File: src/rtl/pc_it.sv
// ---------------------------------------------------------------------------
// pc_it -- fetch-address (IT) stage at the head of the single-issue pipeline.
//
// Holds the architectural fetch PC and picks the next one. The sources, in
// order of priority, are: reset, exception/eret flush, branch redirect,
// pending (deferred) branch, and the sequential PC + 4. It translates the
// virtual PC to a physical SRAM address and flags misaligned fetches
// (AdEL). The virtual PC, the valid bit and the exception vector go to IC on
// it_to_ic_bus.
//
// Ports
//   clk              in   1   clock, rising edge
//   rst              in   1   synchronous active-high reset
//   stall            in   6   stall vector; stall[0] = 1 holds this stage
//   flush            in   1   exception / eret redirect request
//   new_pc           in  32   redirect target, valid with flush
//   br_bus           in  33   {br_e, br_addr[31:0]} from EX
//   it_to_ic_bus     out 65   {excepttype[31:0], ce, pc[31:0]}
//   inst_sram_en     out  1   instruction SRAM read enable
//   inst_sram_wen    out  4   always zero (fetch never writes)
//   inst_sram_addr   out 32   physical fetch address
//   inst_sram_wdata  out 32   always zero
//
// All outputs depend only on registers. There is no combinational path
// from any input to any output.
// ---------------------------------------------------------------------------
module pc_it #(
    parameter logic [31:0] RESET_PC = 32'hBFC0_0000,
    parameter logic [31:0] PC_INIT  = 32'hBFBF_FFFC
) (
    input  logic        clk,
    input  logic        rst,
    input  logic [5:0]  stall,
    input  logic        flush,
    input  logic [31:0] new_pc,
    input  logic [32:0] br_bus,
    output logic [64:0] it_to_ic_bus,
    output logic        inst_sram_en,
    output logic [3:0]  inst_sram_wen,
    output logic [31:0] inst_sram_addr,
    output logic [31:0] inst_sram_wdata
);

    // -----------------------------------------------------------------------
    // State
    // -----------------------------------------------------------------------
    logic [31:0] r_pc;
    logic        r_ce;
    logic        r_pend_v;
    logic [31:0] r_pend_addr;

    // -----------------------------------------------------------------------
    // Input decode
    // -----------------------------------------------------------------------
    logic        w_br_e;
    logic [31:0] w_br_addr;
    logic        w_stop;
    logic [4:0]  w_unused_stall;

    assign w_br_e         = br_bus[32];
    assign w_br_addr      = br_bus[31:0];
    assign w_stop         = stall[0];
    // Downstream stall bits belong to later stages. This stage ignores them.
    assign w_unused_stall = stall[5:1];

    // -----------------------------------------------------------------------
    // Next-state selection
    // -----------------------------------------------------------------------
    logic [31:0] w_pc_next;
    logic        w_pend_v_next;
    logic [31:0] w_pend_addr_next;

    always_comb begin
        w_pc_next        = r_pc + 32'd4;   // 32-bit wrap intended
        w_pend_v_next    = r_pend_v;
        w_pend_addr_next = r_pend_addr;

        if (flush) begin
            // A flush beats both a branch and a stall. It also drops any
            // branch that is still waiting to be applied.
            w_pc_next     = new_pc;
            w_pend_v_next = 1'b0;
        end else if (w_br_e && !w_stop) begin
            w_pc_next     = w_br_addr;
            w_pend_v_next = 1'b0;
        end else if (w_br_e && w_stop) begin
            // Keep the branch until the stall lifts. A newer branch
            // replaces an older one that has not been taken yet.
            w_pc_next        = r_pc;
            w_pend_v_next    = 1'b1;
            w_pend_addr_next = w_br_addr;
        end else if (w_stop) begin
            w_pc_next = r_pc;
        end else if (r_pend_v) begin
            w_pc_next     = r_pend_addr;
            w_pend_v_next = 1'b0;
        end
    end

    always_ff @(posedge clk) begin
        if (rst) begin
            r_pc        <= PC_INIT;
            r_ce        <= 1'b0;
            r_pend_v    <= 1'b0;
            r_pend_addr <= 32'd0;
        end else begin
            r_pc        <= w_pc_next;
            r_ce        <= 1'b1;
            r_pend_v    <= w_pend_v_next;
            r_pend_addr <= w_pend_addr_next;
        end
    end

    // -----------------------------------------------------------------------
    // Address translation: kseg0/kseg1 map to the low 512 MB. Every other
    // segment passes through unchanged.
    // -----------------------------------------------------------------------
    logic [31:0] w_paddr;

    assign w_paddr = (r_pc[31:30] == 2'b10) ? {3'b000, r_pc[28:0]} : r_pc;

    // -----------------------------------------------------------------------
    // Exception detection: a fetch from a non-word-aligned address raises
    // AdEL. The check is gated by ce, so the reset value of the PC cannot
    // raise it.
    // -----------------------------------------------------------------------
    logic        w_adel;
    logic [31:0] w_excepttype;

    assign w_adel       = r_ce && (r_pc[1:0] != 2'b00);
    assign w_excepttype = {27'd0, w_adel, 4'd0};

    // -----------------------------------------------------------------------
    // Outputs
    // -----------------------------------------------------------------------
    assign inst_sram_en    = r_ce && !w_adel;
    assign inst_sram_wen   = 4'b0000;
    assign inst_sram_addr  = w_paddr;
    assign inst_sram_wdata = 32'd0;
    assign it_to_ic_bus    = {w_excepttype, r_ce, r_pc};

endmodule

File: config.mk
export PLATFORM = sky130hd
export DESIGN_NAME = pc_it
export DESIGN_NICKNAME = d
export VERILOG_FILES = /design/src/rtl/pc_it.sv
export SDC_FILE = /design/constraint.sdc
export NUM_CORES = 1
export LEC_CHECK = 0
export ABC_AREA = 0
export BUFFER_PORTS_ARGS = -buffer_cell sky130_fd_sc_hd__buf_2
export CORE_ASPECT_RATIO = 0.6
export CORE_MARGIN = 4
export CORE_UTILIZATION = 40
export CTS_CLUSTER_SIZE = 25
export DETAILED_ROUTE_END_ITERATION = 12
export GPL_TIMING_DRIVEN = 0
export PLACE_DENSITY = 0.7
export SLEW_MARGIN = 30
export SYNTH_ARGS = -nofsm -noshare
export SYNTH_HDL_FRONTEND = slang
export SYNTH_SLANG_ARGS = --single-unit
File: constraint.sdc
create_clock -name clk -period 1.86 [get_ports clk]
set_input_delay 0.372 -clock clk [delete_from_list [all_inputs] [get_ports clk]]
set_output_delay 0.372 -clock clk [all_outputs]
set_load 0.005 [all_outputs]
# Word-level counts from Yosys, hierarchy flattened
# Cells that the tools add are included.
# Widths: inputs -> output; s select.
[word_totals] reg_bits=66 latch_bits=0 ram_bits=0 romBits=0 memories=0
[op_classes] add_sub_neg=1 mul=0 n_div=0 magnitude_cmp=0 eq_ne=4 n_shift=0 muxes=9 n_bitwise=2 reduce_logical=10
[ops] op="$mux 32" count=6
[ops] op="$add 32x3->32 const B" count=1
[ops] op="$logic_and 1x1->1" count=4
[ops] op="$mux 1" count=3
[ops] op="$ne 3x1->1 const B" count=1
[ops] op="$ne 3x3->1 const B" count=1
[ops] op="$reduce_and 3->1" count=1
[ops] op="$reduce_or 3->1" count=1
[ops] op="$eq 2x2->1 const B" count=1
[ops] op="$logic_not 1->1" count=2
[ops] op="$ne 2x1->1 const B" count=1
[ops] op="$not 1->1" count=2
[ops] op="$reduce_and 2->1" count=1
[ops] op="$reduce_bool 2->1" count=1

# Logic depth before layout (Yosys ltp)
# Gate-level depths: netlist of the first run.
[logic_depth] ltp_word=6 depth_mapped=7 mapped_depth_nobuf=6

# Least setup slack after synthesis of the first run
# Ideal clock, no wire load.
[synth_path] path_kind="reg-to-reg" startpoint="register r_pc[2]" endpoint="register r_pc[22]" t_arrival_ns=1.647 t_required_ns=1.740 setup_slack_ns=0.093 stages_incl_launch_ff=8 path_buffers=1 period_less_slack_ns=1.767 path_cell_list="dfxtp_1 ha_1 nand3_1 nor3_1 buf_4 nand4_1 xnor2_1 o31a_1"
[synth_via] elab_chain_len=6
[synth_rtl] element="start: declaration" line_no="47" text="logic [31:0] r_pc;"
[synth_rtl] element="start signal: assignment" line_no="107" text="r_pc <= w_pc_next;"
[synth_rtl] element="$add 32x3->32" line_no="74" text="w_pc_next = r_pc + 32'd4;"
[synth_rtl] element="$mux 32" line_no="94" text="end else if (r_pend_v) begin"
[synth_rtl] element="$mux 32" line_no="92" text="end else if (w_stop) begin"
[synth_rtl] element="$mux 32" line_no="86" text="end else if (w_br_e && w_stop) begin"
[synth_rtl] element="$mux 32" line_no="83" text="end else if (w_br_e && !w_stop) begin"
[synth_rtl] element="$mux 32" line_no="78" text="if (flush) begin"
# Every way passes these cells. The select of a mux whose other input is x is not followed.
# A chain may end at the register's enable or synchronous reset.

# Final worst setup path of the first run
[layout_path] startpoint="register r_pend_v" endpoint="register r_pc[12]"
[layout_via] elab_chain_len=5
[layout_rtl] element="start: declaration" line_no="49" text="logic r_pend_v;"
[layout_rtl] element="start signal: assignment" line_no="109" text="r_pend_v <= w_pend_v_next;"
[layout_rtl] element="$mux 32" line_no="94"
[layout_rtl] element="$mux 32" line_no="92"
[layout_rtl] element="$mux 32" line_no="86"
[layout_rtl] element="$mux 32" line_no="83"
[layout_rtl] element="$mux 32" line_no="78"
# Every way passes these cells. The select of a mux whose other input is x is not followed.

==> flow_metrics.py, run 1 <==
metrics = {
    "cts": {
        "cts.sinks": 66,
        "clk_latency_ns": 0.34,
        "ctsHoldBuffers": 0,
        "clkTransAtPathRegs_ns": 0.05,
        "numCtsBuffers": 9,
        "cts_buffer_depth": 2,
        "h-tree-depth": 3,
        "cts_root_buf": "clkbuf_16",
        "cts_tree": "done",
    },
    "synthesis": {
        "ys_ff_latch": 66,
        "syn-instance-count": 631,
        "ys.flop_type": "dfxtp_1",
        "async_flop_share": 0,
        "synth-seq-area-share": 0.2866,
        "synth_edf_count": 0,
        "avgSynthCellArea_um2": 7.305,
        "yosys_warnings": 0,
        "synth.cell_area_um2": 4609,
        "ys_types": 52,
    },
    "global_routing": {
        "grt_pass1_wl_um": 24370,
        "grt-ovfl-total": 0,
        "grt_pass1_vias": 4426,
        "grt_usage": 0.2308,
        "antenna_found_initial": 0,
        "grt_max_degree": 11,
    },
    "setup_path": {
        "crit_type": "flop to flop",
        "critPathCaptureType": "flop",
        "worst_path_max_delay_cell": "o311ai_2",
        "crit_family": "compound AO/OA/AOI/OAI gates",
        "path_max_fanout": 8,
        "path_cells": "buf_2 -> inv_1 -> o311ai_2 -> o21ba_2 -> o21ai_0 -> o211ai_1",
        "max_stage_delay_ns": 0.46,
        "crit_buf_inv": 2,
        "cp-start-kind": "flop",
        "required_ns": 2.07,
        "cp.arrival_ns": 2.01,
    },
    "cells_and_area": {
        "drive_above_1_share": 0.3643,
        "finalNonFillerCells": 995,
        "layout_common_cells": "145 x buf_2, 109 x nand2_1, 102 x buf_4",
        "multiInputGateArea_um2": 2595,
        "num-nets-final": 921,
        "diodes": 0,
        "num-fill-cells": 1117,
        "post-route-util": 0.5411,
        "area_growth_pct": 32.19,
        "seq_area_um2": 1343,
        "final_common_cell": "buf_2",
    },
    "drt": {
        "drc_errors": 0,
        "vias": 5078,
        "route.antenna.remaining_nets": 0,
        "dr.pass1.iters": 6,
        "routed_wl_um": 16120,
        "via_per_inst": 5.104,
        "post_drt_wl_per_cell_um": 16.20,
        "drtIter0Drc": 482,
    },
    "timing": {
        "finClkSkew_ns": 0.004433,
        "fin_hold_ws_ns": 0.2487,
        "slew_headroom": 0.5460,
        "rsz0062_at_grt": "yes",
        "min_period_ns": 1.805,
        "drv_slew": 0,
        "fin_crit_sh": 0.9705,
        "hold_viol": 0,
        "max_freq_mhz": 554.0,
        "setup_viol": 0,
        "worst_pin_slew_ns": 0.6810,
    },
    "pwr": {
        "power.switching_w": 0.001316,
        "seq_power_share": 0.381,
        "p_leak_nw": 2.787,
        "power_frac_clock": 0.365,
        "p_int_w": 0.002949,
        "vdd_ir_drop_max_uv": 473.3,
        "pwr_density_cell_nw_per_um2": 699.9,
        "combPwrFrac": 0.255,
        "switching_share": 0.3085,
    },
    "die": {
        "design.core.area_um2": 11260,
        "die_w_um": 146.6,
        "fp.dieH_um": 91.15,
        "initial_utilization": 0.4093,
        "die_area_um2": 13360,
        "io_pins": 208,
        "fp-row-count": 30,
    },
    "placed_design": {
        "numPortBuffers": 135,
        "dp_hpwl_um": 12550,
        "placed_cells": 976,
        "place.gp.congestion": 0.9018,
    },
    "min_path": {
        "hp-class": "input port to flop",
    },
    "job": {
        "cap_violations": 0,
    },
    "outcome": {
        "status": "finished, final reports clean",
    },
}
cell usage after synthesis, types with 3 or more instances:
master	n	share of area
nor2_1	24	0.020
o21ai_0	50	0.054
nor3_1	8	0.0087
nor4_1	3	0.0041
nand2_1	109	0.089
nand3_1	13	0.014
buf_1	6	0.0049
buf_6	4	0.0098
buf_4	100	0.16
nand2b_1	6	0.0081
xnor2_1	9	0.017
a21oi_1	79	0.086
o21a_1	6	0.0098
a221oi_1	10	0.019
mux2i_1	5	0.011
buf_2	10	0.011
or2_2	4	0.0054
o211ai_1	15	0.024
nor3b_1	3	0.0049
dfxtp_1	66	0.29
xor2_1	10	0.019
o31ai_1	5	0.0081
inv_1	14	0.011
a211oi_1	4	0.0065
nand4_1	12	0.016
clkbuf_1	20	0.016
final timing paths:
path,startpoint,to,slack [ns],depth (start not counted)
setup / recovery,r_pend_v,r_pc[12],0.05,6
hold / removal,new_pc[20],r_pc[20],0.25,3
setup reg to reg,r_pend_v,r_pc[12],0.05,6
hold reg to reg,r_pend_addr[24],r_pend_addr[24],0.45,2
stage by stage:
| step | power [W] | area, um^2 | TNS, ns | setup WS [ns] |
|---|---|---|---|---|
| after global placement | 0.002662 | 5713 | -10.17 | -0.3582 |
| after global routing | 0.004448 | 6093 | -0.02985 | -0.02985 |
| final | 0.004265 | 6093 | 0 | 0.05489 |
| after CTS | 0.004227 | 6027 | 0 | 0.002392 |
| after floorplan | 0.002281 | 4857 | 0 | 0.09324 |
| after detailed placement | 0.002667 | 5713 | -9.561 | -0.3484 |
flip-flops by register name, indices dropped and copies added, names as in the netlist:
signal       cells
r_pc            32
r_pend_v         1
r_pend_addr     32
r_ce             1
worst reg2reg max path, cell delays in order (launching register included):
cell	delay, ns
dfxtp_1	0.30
buf_2	0.21
inv_1	0.19
o311ai_2	0.47
o21ba_2	0.22
o21ai_0	0.17
o211ai_1	0.12
logic make-up after synthesis:
logic type                 Yosys count  share of synthesized area
DFF                                 66                     0.2866
other                                1                  0.0008136
adders and majority gates            1                   0.002714
AOI/OAI and AO/OA                  192                     0.2516
and+or+nand+nor                    193                     0.1952
buffers and inverters              154                     0.2161
muxes                                5                    0.01086
xor gates and xnor gates            19                    0.03610
power groups by stage:
stage	Combinational (W)	Sequential, W	Clock, W
after CTS	0.00105	0.00162	0.00156
after floorplan	0.000663	0.00162	0
after global routing	0.00119	0.00164	0.00162
after global placement	0.00102	0.00164	0
after detailed placement	0.00102	0.00164	0
final	0.00109	0.00162	0.00155
cell type report:
class                           instances  area share
Clock buffer                           13     0.04107
Buffer                                140      0.1575
Multi-Input combinational cell        477      0.4259
Clock inverter                          3    0.002464
Sequential cell                        66      0.2203
Tap cell                              144     0.02957
Inverter                               14    0.008624
Timing Repair Buffer                  138      0.1146
metal layers:
metal	wire length, um	global-route usage	part of all wire	vias to the layer above
met3	2137	0.07781	0.13	22
met5	62	0.03846	0.0038	-
met4	209	0.04695	0.013	2
li1	-	-	-	2462
met2	6485	0.3106	0.40	302
met1	7220	0.3480	0.45	2290
repair_timing:
item                       in CTS  in global routing
pin swaps                       1                  2
buffers inserted                2                  1
setup endpoints to repair      16                 52
gates resized for setup        14                 35
No activity file was read; power rests on OpenSTA's default activity.
==> run 2, diff against run 1 <==
--- a/config.mk
+++ b/config.mk
@@ -6,7 +6,7 @@
 export NUM_CORES = 1
 export LEC_CHECK = 0
 export ABC_AREA = 0
-export BUFFER_PORTS_ARGS = -buffer_cell sky130_fd_sc_hd__buf_2
+export BUFFER_PORTS_ARGS = -buffer_cell sky130_fd_sc_hd__clkbuf_2
 export CORE_ASPECT_RATIO = 0.6
 export CORE_MARGIN = 4
 export CORE_UTILIZATION = 40
==> flow_metrics.py, run 2 (synthesis gave the netlist of run 1 again) <==
metrics = {
    "pwr": {
        "vdd_ir_drop_max_uv": 516.3,
        "power.switching_w": 0.001333,
        "seq_power_share": 0.363,
        "pwr_density_cell_nw_per_um2": 721.8,
        "switching_share": 0.2985,
        "p_leak_nw": 2.892,
        "power_frac_clock": 0.389,
        "combPwrFrac": 0.248,
        "p_total_w": 0.004466,
        "p_int_w": 0.003133,
    },
    "timing": {
        "finClkSkew_ns": 0.005437,
        "rsz0062_at_grt": "yes",
        "max_freq_mhz": 499.9,
        "slew_headroom": 0.4735,
        "fin_hold_ws_ns": 0.2622,
        "drv_slew": 0,
        "setup_viol": 2,
        "setup_slack_ns": -0.1403,
        "worst_pin_slew_ns": 0.7869,
        "min_period_ns": 2.000,
        "tns_ns": -0.1919,
        "fin_crit_sh": 1.075,
        "hold_viol": 0,
    },
    "die": {
        "design.core.area_um2": 11260,
        "die_area_um2": 13360,
        "io_pins": 208,
        "initial_utilization": 0.4093,
        "die_w_um": 146.6,
        "fp.dieH_um": 91.15,
        "fp-row-count": 30,
    },
    "setup_path": {
        "required_ns": 2.05,
        "crit_type": "flop to flop",
        "worst-r2r-cell-count": 6,
        "cp_num_cells": 6,
        "cp-start-kind": "flop",
        "critPathCaptureType": "flop",
        "max_stage_delay_ns": 0.72,
        "worst_path_max_delay_cell": "o311ai_0",
        "crit_buf_inv": 2,
        "path_max_fanout": 8,
        "crit_family": "compound AO/OA/AOI/OAI gates",
        "path_cells": "buf_2 -> inv_1 -> o311ai_0 -> a31oi_1 -> o21ai_0 -> o211ai_1",
        "cp.arrival_ns": 2.19,
    },
    "cts": {
        "clkTransAtPathRegs_ns": 0.06,
        "cts.sinks": 66,
        "clk_latency_ns": 0.34,
        "numCtsBuffers": 9,
        "cts_buffer_depth": 2,
        "cts_tree": "done",
        "cts_root_buf": "clkbuf_16",
        "ctsHoldBuffers": 0,
        "h-tree-depth": 3,
    },
    "min_path": {
        "hp-class": "input port to flop",
        "whs_path_depth": 3,
    },
    "cells_and_area": {
        "drive_above_1_share": 0.3667,
        "multiInputGateArea_um2": 2581,
        "num-fill-cells": 1111,
        "reg.largest.list": "r_pc: 32 flops, r_pend_addr: 32 flops",
        "layout_common_cells": "140 x clkbuf_2, 109 x nand2_1, 109 x buf_4",
        "post-route-util": 0.5494,
        "seq_area_um2": 1341,
        "diodes": 0,
        "fin_area_um2": 6187,
        "area_growth_pct": 34.23,
        "num-nets-final": 929,
        "final_common_cell": "clkbuf_2",
    },
    "drt": {
        "via_per_inst": 5.006,
        "route.antenna.remaining_nets": 0,
        "dr.pass1.iters": 5,
        "drtIter0Drc": 515,
        "routed_wl_um": 16060,
        "post_drt_wl_per_cell_um": 16.01,
        "drc_errors": 0,
        "vias": 5021,
    },
    "placed_design": {
        "numPortBuffers": 135,
        "place.gp.congestion": 0.9066,
        "dp_hpwl_um": 12540,
        "placed_cell_area_um2": 5713,
    },
    "global_routing": {
        "antenna_found_initial": 0,
        "use_met2": 0.3106,
        "grt_pass1_wl_um": 24030,
        "grt-ovfl-total": 0,
        "met1_usage": 0.3490,
        "busiest_layer": "met1",
        "grt_pass1_vias": 4341,
        "met3_usage": 0.07132,
        "grt_max_degree": 12,
        "grt_usage": 0.2276,
    },
    "outcome": {
        "failed_checks": "negative setup slack",
        "status": "finished with violations",
    },
    "job": {
        "cap_violations": 0,
    },
}
[run 2: worst paths after layout]
kind,startpoint,end,slack [ns]
setup reg to reg,r_pend_v,r_pc[7],-0.14
hold / removal,new_pc[26],r_pc[26],0.26
setup / recovery,r_pend_v,r_pc[7],-0.14
hold reg to reg,r_pend_addr[27],r_pend_addr[27],0.46
[run 2: timing repair]
| item | 4_1_cts | 5_1_grt |
|---|---|---|
| resized for setup | 13 | 25 |
| endpoints found under the setup margin | 16 | 48 |
| pin swaps | 1 | 6 |
| buffers inserted | 1 | 10 |
| cloned | 0 | 0 |
[run 2: worst min-delay path, stage by stage]
cell and delay [ns]:
clkbuf_2 0.08, a21oi_1 0.05, o221ai_1 0.06
[run 2: area by class of cell]
type,instances,area share
Buffer,140,0.1545
Clock buffer,11,0.04085
Clock inverter,5,0.008493
Inverter,14,0.008493
Multi-Input combinational cell,477,0.4172
Sequential cell,66,0.2168
Tap cell,144,0.02912
Timing Repair Buffer,146,0.1246
[run 2: layer usage]
metal	vias to the layer above	wire length (um)
met4	0	110
met2	300	6568
li1	2476	-
met3	15	2122
met5	-	0
met1	2230	7256
[run 2: power groups by stage]
stage / clock network [W] / registers (W) / logic (W)
after floorplan: 0 / 0.00162 / 0.000663
after global placement: 0 / 0.00164 / 0.00102
after detailed placement: 0 / 0.00165 / 0.00103
after CTS: 0.00176 / 0.00162 / 0.00104
after global routing: 0.00183 / 0.00164 / 0.00121
final: 0.00174 / 0.00162 / 0.00111
[run 2: stage by stage]
step,worst slack (ns),cells
after global routing,-0.2270,1003
after floorplan,0.09324,697
after CTS,-0.01625,993
after global placement,-0.3528,976
after detailed placement,-0.3281,976
final,-0.1403,1003
